==> config.mk <==
export PLATFORM = sky130hd
export DESIGN_NAME = rvv_pipe_slice
export DESIGN_NICKNAME = d
export VERILOG_FILES = /design/src/rtl/rvv_pipe_slice.sv
export SDC_FILE = /design/constraint.sdc
export NUM_CORES = 1
export LEC_CHECK = 0
export BUFFER_PORTS_ARGS = -buffer_cell sky130_fd_sc_hd__buf_4
export CAP_MARGIN = 40
export CORE_ASPECT_RATIO = 0.9
export CORE_MARGIN = 8
export CORE_UTILIZATION = 35
export CTS_CLUSTER_DIAMETER = 80
export CTS_CLUSTER_SIZE = 25
export DETAILED_ROUTE_END_ITERATION = 10
export GPL_ROUTABILITY_DRIVEN = 0
export PLACE_DENSITY = 0.64
export SETUP_SLACK_MARGIN = 0.3
export SYNTH_ARGS = -nofsm -noshare
export SYNTH_HDL_FRONTEND = slang
export SYNTH_SLANG_ARGS = --single-unit
==> constraint.sdc <==
create_clock -name clk -period 3.8 [get_ports clk]
set_input_delay 0.19 -clock clk [delete_from_list [all_inputs] [get_ports clk]]
set_output_delay 0.19 -clock clk [all_outputs]
set_load 0.005 [all_outputs]
==> src/rtl/rvv_pipe_slice.sv <==
// Valid/ready register slice with a skid entry for the RVV datapath.
// Registered in_ready and out_valid; synchronous flush kills held entries.
module rvv_pipe_slice #(
  parameter int unsigned          WIDTH = 32,
  parameter logic [WIDTH-1:0]     INIT  = '0
) (
  input  logic             clk,
  input  logic             rst,
  input  logic             flush,
  input  logic             in_valid,
  output logic             in_ready,
  input  logic [WIDTH-1:0] in_data,
  output logic             out_valid,
  input  logic             out_ready,
  output logic [WIDTH-1:0] out_data,
  output logic [1:0]       count
);

  logic             main_v;
  logic             skid_v;
  logic [WIDTH-1:0] main_d;
  logic [WIDTH-1:0] skid_d;

  logic             in_fire;
  logic             out_fire;
  logic             main_v_n;
  logic             skid_v_n;
  logic             main_ld_in;
  logic             main_ld_skid;
  logic             skid_ld;

  assign in_ready  = ~skid_v;
  assign out_valid = main_v;
  assign out_data  = main_d;
  assign count     = {1'b0, main_v} + {1'b0, skid_v};

  // out_fire is gated by main_v so an unknown out_ready
  // while empty never reaches the state update.
  assign in_fire  = in_valid & ~skid_v;
  assign out_fire = main_v & out_ready;

  always_comb begin
    main_v_n     = main_v;
    skid_v_n     = skid_v;
    main_ld_in   = 1'b0;
    main_ld_skid = 1'b0;
    skid_ld      = 1'b0;
    unique case (1'b1)
      ~main_v: begin
        main_v_n   = in_fire;
        main_ld_in = in_fire;
      end
      main_v & ~skid_v: begin
        main_ld_in = in_fire & out_fire;
        skid_ld    = in_fire & ~out_fire;
        main_v_n   = in_fire | ~out_fire;
        skid_v_n   = in_fire & ~out_fire;
      end
      default: begin
        main_ld_skid = out_fire;
        skid_v_n     = ~out_fire;
      end
    endcase
    // Flush drops both entries; data registers keep their contents.
    if (flush) begin
      main_v_n     = 1'b0;
      skid_v_n     = 1'b0;
      main_ld_in   = 1'b0;
      main_ld_skid = 1'b0;
      skid_ld      = 1'b0;
    end
  end

  always_ff @(posedge clk) begin
    if (rst) begin
      main_v <= 1'b0;
      skid_v <= 1'b0;
      main_d <= INIT;
      skid_d <= INIT;
    end else begin
      main_v <= main_v_n;
      skid_v <= skid_v_n;
      if (main_ld_in)
        main_d <= in_data;
      else if (main_ld_skid)
        main_d <= skid_d;
      if (skid_ld)
        skid_d <= in_data;
    end
  end

  a_skid_needs_main: assert property (
    @(posedge clk) disable iff (rst) skid_v |-> main_v
  );

  a_count_range: assert property (
    @(posedge clk) disable iff (rst) count != 2'd3
  );

endmodule

After elaboration in Yosys (flattened, before gate mapping) --
Cells that the tools add are included.
Cells by class: add/sub/neg operators 1, muxes and demuxes 10, bitwise logic cells 9, reductions and logical operators 4
Operators by type and width (count):
- 2-to-1 mux 32 bit | 2
- case mux 1 bit (2 select lines) | 3
- bitwise AND 1 bit | 5
- 2-to-1 mux 1 bit | 5
- nonzero test 2 bit | 2
- OR reduction 2 bit | 2
- NOT 1 bit | 3
- adder 1 x 1 -> 2 bit | 1
- OR 1 bit | 1
Storage, ports and cells: flip-flop bits (word level) 66, bits of input ports 37

Logic depth before layout (Yosys ltp) --
Gate-level depths: netlist of run 1.
depth after elaboration 7, depth in mapped cells 7, depth with buffers taken out 5

Least setup slack after synthesis of run 1 --
OpenSTA, ideal clock, no wires.
kind flip-flop to flip-flop, from reg main_v (netlist: out_valid), to reg main_d[0] (netlist: out_data[0]), library setup time 0.091 ns, arrival time 1.947 ns, setup slack 1.762 ns, stages on the path, launching flop included 8, clock period less this slack 2.038 ns, cells stage by stage dfxtp_1 > ha_1 > or4b_1 > clkbuf_2 > or2_1 > clkbuf_2 > buf_6 > a311oi_1
On the way: word-level cells in the longest chain between the ends 5
RTL lines:
- start, declared | RTL line 19 | logic main_v;
- start signal, assigned | RTL line 81 | main_v <= main_v_n;
- bitwise AND 1 bit, or another cell as far along | RTL line 40 | assign out_fire = main_v & out_ready;
- bitwise AND 1 bit or OR reduction 2 bit (tied branches)
- case mux 1 bit (2 select lines) or 2-to-1 mux 1 bit (tied branches) | RTL line 48 | unique case (1'b1)
- 2-to-1 mux 1 bit | RTL line 65 | if (flush) begin
- 2-to-1 mux 32 bit or nonzero test 2 bit (tied branches)
- end signal, assigned | RTL line 84 | main_d <= in_data;
- end signal, assigned | RTL line 86 | main_d <= skid_d;
- end, declared | RTL line 21 | logic [WIDTH-1:0] main_d;
Several ways; a longest one is shown, not always the timed one. A chain may end at the register's enable or synchronous reset.

Worst setup path after layout of run 1 --
from reg main_v (netlist: out_valid), to reg main_d[15] (netlist: out_data[15])
The elaborated chain is that of the path after synthesis.

==> results of run 1 <==
==> cells in the mapped netlist (all sizes together) (2+ instances only) <==
library cell	number
nor3	33
nand3	32
a311oi	32
a21boi	2
dfxtp	66
ha	3
nand2	65
o21ai	32
buf	3
inv	5
clkbuf	35
a21oi	32
==> kinds of logic after synthesis <==
| kind of cell | share of synthesized area |
|---|---|
| and+or+nand+nor | 0.222 |
| AOI/OAI and AO/OA | 0.230 |
| DFF | 0.468 |
| buffers and inverters | 0.0661 |
| adders and majority gates | 0.0133 |
==> metrics by stage <==
step | util | cells
after global routing | 0.455 | 507
final | 0.455 | 507
after global placement | 0.425 | 489
after detailed placement | 0.432 | 491
after CTS | 0.455 | 507
after floorplan | - | 351
==> flip-flops by register name, indices dropped and copies added, names as in the netlist <==
name and count:
out_data 32, skid_d 32, out_valid 1, skid_v 1
==> worst max-delay path, stage by stage (launching register included) <==
cell and delay [ns]:
dfxtp_1 0.43, ha_1 0.30, or4b_1 0.51, buf_4 0.27, or2_1 0.45, buf_16 0.25
a311oi_1 0.24
==> path summary, 6_finish.rpt <==
kind / startpoint / end / slack, ns / cells after the start
setup / recovery: out_valid$_SDFFE_PP0P_ / out_data[15]$_SDFFE_PP0P_ / 1.24 / 6
hold / removal: flush / skid_v$_SDFFE_PP0P_ / 0.07 / 2
setup reg to reg: out_valid$_SDFFE_PP0P_ / out_data[15]$_SDFFE_PP0P_ / 1.24 / 6
hold reg to reg: skid_d[15]$_SDFFE_PP0P_ / skid_d[15]$_SDFFE_PP0P_ / 0.48 / 2
==> area by class of cell <==
class	count	area, um2
Tap cell	99	124
Fill cell	795	4330
Timing Repair Buffer	79	633
Clock inverter	3	40.0
Multi-Input combinational cell	242	1340
Inverter	5	18.8
Clock buffer	13	139
Sequential cell	66	1320
==> per-layer routing <==
layer  GRT usage  up-vias
met2       0.269       89
met3      0.0468        9
met4      0.0508        0
met1       0.175     1360
met5           0        -
li1            -     1371
==> power by group through the flow <==
stage / combinational (W) / sequential [W] / clock (W)
CTS: 0.000192 / 0.000741 / 0.000567
detailed placement: 0.000192 / 0.000756 / 0
floorplan: 0.0000863 / 0.000754 / 0
global route: 0.000208 / 0.000744 / 0.000600
global placement: 0.000181 / 0.000756 / 0
finish: 0.000191 / 0.000741 / 0.000561
==> metrics.md, run 1 <==
| Metric | Value |
|---|---|
| Outcome | `complete, no violations` |
| Die Area | `11200 um2` |
| Switching share of power | `0.253` |
| Max Transition Viols Final | `0` |
| Final HPWL DP | `5380 um` |
| Pwr Density | `413 nW/um2` |
| Average size of a mapped cell | `8.04 um2` |
| Core Footprint | `7950 um2` |
| CTS Sinks | `66` |
| Mapped Nets | `391` |
| CP required | `4.04 ns` |
| Peak VDD IR | `0.000143 V` |
| Min cycle time layout | `2.56 ns` |
| Grt total ovfl | `0` |
| Largest net degree at the start of global routing | `67` |
| Worst setup margin | `1.24 ns` |
| Hold Violations, Final | `0` |
| Via Count | `2829` |
| I/O pins | `73` |
| Post-route DRC | `0` |
| Comb power frac | `0.128` |
| Max Fclk | `391 MHz` |
| Worst-path clk slew | `0.07 ns` |
| Synth Flop Type | `dfxtp_1` |
| Cell Area, Placed | `3440 um2` |
| Wire per inst | `17.2 um` |
| Post-route antenna net violation count | `0` |
| Worst setup SP type | `flip-flop` |
| DRT met1 WL | `3740 um` |
| Routed met2 length | `4370 um` |
| Setup Crit Path Kind | `flip-flop to flip-flop` |
| Post-CTS Setup Inserts | `0` |
| Pleak | `1.30 nW` |
| First-pass GRT wire length | `14200 um` |
| Clock Skews | `0.00675 ns` |
| Most common cell after layout, fill and taps aside | `buf_4` |
| Worst-path maximum fanout | `33` |
| Post-synth cell types | `24` |
| Initial antenna violation count | `0` |
| Power share of the sequential group | `0.496` |
| Area Growth Syn to Fin | `28.2%` |
| Tcrit/Tclk final | `0.673` |
| Max clock buf depth | `2` |
| I/O Buffers | `72` |
| Int Pwr | `0.00111 W` |
| Synth area leaders | `dfxtp_1 47%, a311oi_1 9.9%, nand2_1 8.6%` |
| Synth area leader | `dfxtp_1` |
| MaxCap Viol Count | `0` |
| Cells after Synth | `351` |
| Setup TNS | `0 ns` |
| Antenna fix cells | `0` |
| Synth Register Bits | `66` |
| CTS tree | `yes` |
| Initial core utilization | `0.355` |
| Final hold slack | `0.0654 ns` |
| Routed wire length | `8730 um` |
| Max layer used | `met4` |
| Post-synth EDFFs | `0` |
| Total track usage | `0.154` |
| Worst-Margin Slew | `0.686 ns` |
| RSZ-0062 raised after global routing | `false` |
| 1st-pass router iterations | `4` |
| Vias in the first global route | `2833` |
| Yosys top cell area share | `0.468` |
| Post-place setup slack | `1.25 ns` |
| Nets@finish | `443` |
| Vias per cell | `5.58` |
| Net Switching | `0.000378 W` |
| Clock latency at the later pin of the worst-skew pair | `0.34 ns` |
| Commonest non-fill, non-tap cells in the layout | `77 x buf_4, 66 x dfxtp_1, 65 x nand2_1` |
| Die Wd | `111 um` |
| First DRT Iteration DRCs | `197` |
| HP Class | `primary input to flip-flop` |
| Die height | `101 um` |
| Slew HR | `0.543` |
| Design Area, Final | `3620 um2` |
| H-Tree Depth | `3` |
| Final Power | `0.00149 W` |
| FFs w/ async S/R, synth | `0` |
| Post-synthesis sequential area ratio | `0.468` |
| TritonCTS Buffers | `9` |
| Post-Syn Area | `2820 um2` |
| Post-cts sizing count | `0` |
| Critical Path Sink Type | `flip-flop` |
| Critical Path AT | `2.79 ns` |
| Endpoints failing setup | `0` |
| Share of cells above drive strength 1 | `0.235` |
| Hold-fix buffers, CTS | `0` |
| # rows | `31` |
| Yosys warning count | `0` |
| Root Buffer Master | `clkbuf_8` |
| Part of the power in the clock network | `0.376` |
| WL met3 | `510 um` |
(Power assumes the default switching activity.)
==> inputs of run 2 (changes only) <==
--- a/config.mk
+++ b/config.mk
@@ -14,7 +14,7 @@
 export CTS_CLUSTER_SIZE = 25
 export DETAILED_ROUTE_END_ITERATION = 10
 export GPL_ROUTABILITY_DRIVEN = 0
-export PLACE_DENSITY = 0.64
+export PLACE_DENSITY = 0.66
 export SETUP_SLACK_MARGIN = 0.3
 export SYNTH_ARGS = -nofsm -noshare
 export SYNTH_HDL_FRONTEND = slang
==> constraint.sdc (replaced) <==
create_clock -name clk -period 2.1 [get_ports clk]
set_input_delay 0.105 -clock clk [delete_from_list [all_inputs] [get_ports clk]]
set_output_delay 0.105 -clock clk [all_outputs]
set_load 0.005 [all_outputs]
==> run 2 against run 1 <==
Compared with the run above:
- first-iteration DRC count is 4.1% lower
- total power grew 78%
- routed wire length down 2.1%
- worst hold slack got worse by 0.036 ns
- sequential power rose by 81%
- fmax increased by 42%
- final area grew 4.4%
- global-route usage decreased by 0.23 points
- count of clock-buffer cells in the layout did not move
- combinational power up 97%
- utilization up 2.0 points
- clock power is 69% higher
==> metrics.md, run 2 (same netlist as run 1, synthesis figures left out) <==
| Metric | Value |
|---|---|
| Hold Crit Start | `in_data[14]` |
| CTS tree | `yes` |
| Comb power frac | `0.142 (+0.014)` |
| Wire per inst | `16.7 um (-3.2%)` |
| Root Buffer Master | `clkbuf_8` |
| Slew HR | `0.484 (-0.0585)` |
| TritonCTS Buffers | `9 (unchanged)` |
| Die Wd | `111 um (unchanged)` |
| Largest net degree at the start of global routing | `67 (unchanged)` |
| Final HPWL DP | `5300 um (-1.6%)` |
| Nets@finish | `450 (+1.6%)` |
| Critical Path AT | `2.05 ns (-0.74 ns)` |
| CP Launch Point | `skid_v$_SDFFE_PP0P_` |
| Worst-Margin Slew | `0.774 ns (+0.0878 ns)` |
| Int Pwr | `0.00197 W (+77%)` |
| Post-route antenna net violation count | `0 (unchanged)` |
| Pleak | `1.35 nW (+3.6%)` |
| Cell Area, Placed | `3450 um2 (+0.22%)` |
| Switching share of power | `0.259 (+0.00571)` |
| CTS Sinks | `66 (unchanged)` |
| Initial antenna violation count | `0 (unchanged)` |
| Clock latency at the later pin of the worst-skew pair | `0.34 ns (about the same)` |
| Endpoints failing setup | `0 (unchanged)` |
| H-Tree Depth | `3 (unchanged)` |
| Antenna fix cells | `0 (unchanged)` |
| I/O Buffers | `72 (unchanged)` |
| Initial core utilization | `0.355 (unchanged)` |
| 1st-pass router iterations | `5 (+1)` |
| Peak VDD IR | `0.000520 V (+260%)` |
| First DRT Iteration DRCs | `189 (-4.1%)` |
| Hold Violations, Final | `0 (unchanged)` |
| Via Count | `2828 (-0.035%)` |
| First-pass GRT wire length | `14100 um (-1.4%)` |
| Die Area | `11200 um2 (unchanged)` |
| Max clock buf depth | `2 (unchanged)` |
| Outcome | `complete, no violations` |
| Max Transition Viols Final | `0 (unchanged)` |
| Worst-path clk slew | `0.07 ns (about the same)` |
| Final Power | `0.00266 W (+78%)` |
| Routed wire length | `8550 um (-2.1%)` |
| Power share of the sequential group | `0.502 (+0.006)` |
| # rows | `31 (unchanged)` |
| Vias in the first global route | `2718 (-4.1%)` |
| Area Growth Syn to Fin | `33.9%` |
| Final Core Density | `0.475 (+0.0201)` |
| Pwr Density | `704 nW/um2 (+71%)` |
| Critical Path Sink Type | `flip-flop` |
| Part of the power in the clock network | `0.356 (-0.020)` |
| Setup Crit Path Kind | `flip-flop to flip-flop` |
| Tcrit/Tclk final | `0.859 (+0.186)` |
| Core Footprint | `7950 um2 (unchanged)` |
| Post-route DRC | `0 (unchanged)` |
| Vias per cell | `5.51 (-1.2%)` |
| RR Startpoint | `skid_v$_SDFFE_PP0P_` |
| I/O pins | `73 (unchanged)` |
| Grt total ovfl | `0 (unchanged)` |
| Min cycle time layout | `1.80 ns (-0.752 ns)` |
| Net Switching | `0.000689 W (+82%)` |
| Clock Skews | `0.00481 ns (-0.00194 ns)` |
| Worst-path maximum fanout | `18 (-45%)` |
| MaxCap Viol Count | `0 (unchanged)` |
| CP required | `2.35 ns (-1.69 ns)` |
| Total track usage | `0.151 (-0.00234)` |
| Die height | `101 um (unchanged)` |
| Max Fclk | `554 MHz (+42%)` |
| Share of cells above drive strength 1 | `0.297 (+0.0618)` |
| RSZ-0062 raised after global routing | `true` |
| Most common cell after layout, fill and taps aside | `buf_4` |
| Commonest non-fill, non-tap cells in the layout | `81 x buf_4, 65 x nand2_1, 64 x dfxtp_1` |
| Setup TNS | `0 ns (unchanged)` |
| HP Class | `primary input to flip-flop` |
| Worst setup SP type | `flip-flop` |
| Design Area, Final | `3780 um2 (+4.4%)` |
[run 2: cell types whose count changed in the layout (fill, tap and decap cells not counted), sizes merged]
cell,change
dlygate4sd3,+1
buf,+6
clkinvlp,+1
bufinv,-1
clkinv,-1
[run 2: worst max-delay path, stage by stage, from the launching register on]
cell      delay [ns]
dfxtp_4         0.38
ha_4            0.17
or4b_4          0.48
or2_4           0.27
buf_12          0.16
a311oi_1        0.24
[run 2: power by group through the flow]
stage | combinational, W | clock, W | sequential, W
after floorplan | 0.000158 | 0 | 0.00136
after global placement | 0.000339 | 0 | 0.00137
after detailed placement | 0.000342 | 0 | 0.00137
after CTS | 0.000364 | 0.000979 | 0.00134
after global routing | 0.000407 | 0.00104 | 0.00134
final | 0.000377 | 0.000948 | 0.00134
[run 2: through the flow]
step	hold slack [ns]	cells	setup slack, ns
finish	0.0289	513	0.296
global route	0.0111	513	0.258
CTS	0.0107	513	0.303
detailed placement	0.329	495	0.244
global placement	0.322	495	0.292
floorplan	0.176	351	0.199
[run 2: repair_timing]
| action | CTS | global route |
|---|---|---|
| pin swaps | 0 | 3 |
| buffers inserted | 2 | 0 |
| endpoints found under the hold margin | 2 | 0 |
| resized for setup | 13 | 13 |
| endpoints found under the setup margin | 32 | 26 |
| hold buffers | 1 | 0 |
[run 2: final cells by class]
| type | instances | area, um2 |
|---|---|---|
| fillers | 741 | 4170 |
| multi-input cells | 242 | 1460 |
| inverters | 5 | 18.8 |
| repair buffers | 86 | 676 |
| flip-flops and latches | 66 | 1330 |
| well taps | 99 | 124 |
| clock buffers | 13 | 159 |
| clock inverters | 2 | 12.5 |
[run 2: final timing paths]
path / to / slack (ns) / cells past startpoint
hold / removal: skid_d[14]$_SDFFE_PP0P_ / 0.03 / 3
setup / recovery: out_data[25]$_SDFFE_PP0P_ / 0.30 / 5
hold reg to reg: out_data[15]$_SDFFE_PP0P_ / 0.47 / 2
setup reg to reg: out_data[25]$_SDFFE_PP0P_ / 0.30 / 5
[run 2: layer usage]
metal  wire length [um]  global-route usage  up-vias
met2               3940               0.230      107
met1               3950               0.195     1331
met4                 83              0.0446        0
li1                   -                   -     1382
met5                  0                   0        -
met3                573              0.0574        8
==> inputs of run 3 (changes only) <==
==> constraint.sdc (replaced) <==
create_clock -name clk -period 2.1 [get_ports clk]
set_input_delay 0.105 -clock clk [delete_from_list [all_inputs] [get_ports clk]]
set_output_delay 0.105 -clock clk [all_outputs]
set_load 0.05 [all_outputs]
==> run 3 against run 2 <==
Compared with the run above:
- via count rose by 1.9%
- clock skew rose by 0.0010 ns
- worst hold slack improved by 0.0062 ns
- utilization rose by 1.0 points
- count of clock-buffer cells in the layout did not move
- non-clock buffer count rose by 5
- setup slack got worse by 0.0098 ns
- register-to-register slack barely moved
- largest power group unchanged
==> metrics.md, run 3 (same netlist as run 1, synthesis figures left out) <==
| Metric | Value |
|---|---|
| First DRT Iteration DRCs | `209 (+11%)` |
| Pwr Density | `747 nW/um2 (+6.1%)` |
| Initial antenna violation count | `0 (unchanged)` |
| Antenna fix cells | `0 (unchanged)` |
| HP Class | `primary input to flip-flop` |
| Worst-path clk slew | `0.07 ns (about the same)` |
| Die height | `101 um (unchanged)` |
| Via Count | `2881 (+1.9%)` |
| Max clock buf depth | `2 (unchanged)` |
| Peak VDD IR | `0.000461 V (-11%)` |
| Share of cells above drive strength 1 | `0.320 (+0.0227)` |
| Final HPWL DP | `5490 um (+3.7%)` |
| Slew HR | `0.467 (-0.0169)` |
| RSZ-0062 raised after global routing | `true` |
| Critical Path AT | `2.06 ns (about the same)` |
| Post-route DRC | `0 (unchanged)` |
| Hold Violations, Final | `0 (unchanged)` |
| H-Tree Depth | `3 (unchanged)` |
| Endpoints failing setup | `0 (unchanged)` |
| I/O Buffers | `72 (unchanged)` |
| Die Wd | `111 um (unchanged)` |
| Setup TNS | `0 ns (unchanged)` |
| Routed wire length | `9030 um (+5.7%)` |
| RR Startpoint | `skid_v$_SDFFE_PP0P_` |
| # rows | `31 (unchanged)` |
| Max Transition Viols Final | `0 (unchanged)` |
| Worst-Margin Slew | `0.799 ns (+0.0253 ns)` |
| Most common cell after layout, fill and taps aside | `buf_4` |
| Initial core utilization | `0.355 (unchanged)` |
| Hold Crit Start | `in_data[21]` |
| Area Growth Syn to Fin | `36.7%` |
| Min cycle time layout | `1.81 ns (+0.00976 ns)` |
| Outcome | `complete, no violations` |
| Vias in the first global route | `2893 (+6.4%)` |
| Worst setup margin | `0.286 ns (-0.00975 ns)` |
| Grt total ovfl | `0 (unchanged)` |
| MaxCap Viol Count | `0 (unchanged)` |
| Clock Skews | `0.00583 ns (+0.00101 ns)` |
| Total track usage | `0.162 (+0.0108)` |
| CP Launch Point | `skid_v$_SDFFE_PP0P_` |
| Wire per inst | `17.4 um (+4.7%)` |
| Nets@finish | `455 (+1.1%)` |
| Worst setup SP type | `flip-flop` |
| Largest net degree at the start of global routing | `67 (unchanged)` |
| Final Non-Filler Cells | `518 (+0.97%)` |
| Core Footprint | `7950 um2 (unchanged)` |
| Commonest non-fill, non-tap cells in the layout | `86 x buf_4, 65 x nand2_1, 64 x dfxtp_1` |
| Clock latency at the later pin of the worst-skew pair | `0.34 ns (about the same)` |
| Placed Cells incl. Taps | `498 (+0.61%)` |
| Post-route antenna net violation count | `0 (unchanged)` |
| CTS tree | `yes` |
| Pleak | `1.39 nW (+2.7%)` |
| Tcrit/Tclk final | `0.864 (+0.00465)` |
| Post-place setup slack | `0.238 ns (-0.00578 ns)` |
| First-pass GRT wire length | `15000 um (+6.5%)` |
| Critical Path Sink Type | `flip-flop` |
| Root Buffer Master | `clkbuf_8` |
| CP required | `2.35 ns (about the same)` |
| CTS Sinks | `66 (unchanged)` |
| 1st-pass router iterations | `5 (unchanged)` |
| Die Area | `11200 um2 (unchanged)` |
| I/O pins | `73 (unchanged)` |
| Setup Crit Path Kind | `flip-flop to flip-flop` |
| Vias per cell | `5.56 (+0.89%)` |
| Final Power | `0.00288 W (+8.3%)` |
| Max Fclk | `551 MHz (-0.54%)` |
| Worst-path maximum fanout | `25 (+7)` |
| TritonCTS Buffers | `9 (unchanged)` |
[run 3: cell types whose count changed in the layout (fill, tap and decap cells not counted), sizes merged]
cell / change
buf: +5
clkinv: +1
inv: -1
[run 3: timing repair]
item                                    CTS  global route
pin swaps                                 0             4
endpoints found under the hold margin     2             0
resized for setup                         5            21
hold buffers                              1             0
endpoints found under the setup margin   32            63
setup buffers                             3             1
[run 3: metal layers]
metal	vias to the layer above	GRT usage	routed length (um)
li1	1393	-	-
met3	4	0.0480	527
met5	-	0	0
met1	1392	0.190	3890
met4	0	0.0602	70
met2	92	0.275	4550
[run 3: power breakdown]
part / total, W / internal (W) / switching, W
clock network: 0.000994 / 0.000524 / 0.000470
logic: 0.000552 / 0.000192 / 0.000360
registers: 0.00134 / 0.00130 / 0.0000316
total: 0.00288 / 0.00202 / 0.000862
[run 3: worst paths after layout]
| path | endpoint | slack (ns) | depth (start not counted) |
|---|---|---|---|
| worst min register to register | skid_d[15]$_SDFFE_PP0P_ | 0.48 | 2 |
| worst max-delay path | out_data[8]$_SDFFE_PP0P_ | 0.29 | 5 |
| worst max register to register | out_data[8]$_SDFFE_PP0P_ | 0.29 | 5 |
| worst min-delay path | skid_d[21]$_SDFFE_PP0P_ | 0.04 | 3 |
[run 3: worst max-delay path, stage by stage, from the launching register on]
cell and delay, ns:
dfxtp_4 0.37, ha_4 0.18, or4b_4 0.49, or2_4 0.26
buf_12 0.17, a311oi_1 0.24
[run 3: per-stage QoR]
stage               hold slack (ns)  area, um2   util
CTS                          0.0205       3730  0.470
global placement              0.327       3500  0.440
finish                       0.0351       3860  0.485
global route                 0.0237       3860  0.485
floorplan                     0.176       2850      -
detailed placement            0.340       3500  0.440
[run 3: cell type report]
type	count	area, um2
fillers	759	4090
flip-flops and latches	66	1330
clock buffers	13	170
multi-input cells	242	1480
well taps	99	124
inverters	5	22.5
clock inverters	2	10.0
repair buffers	91	718
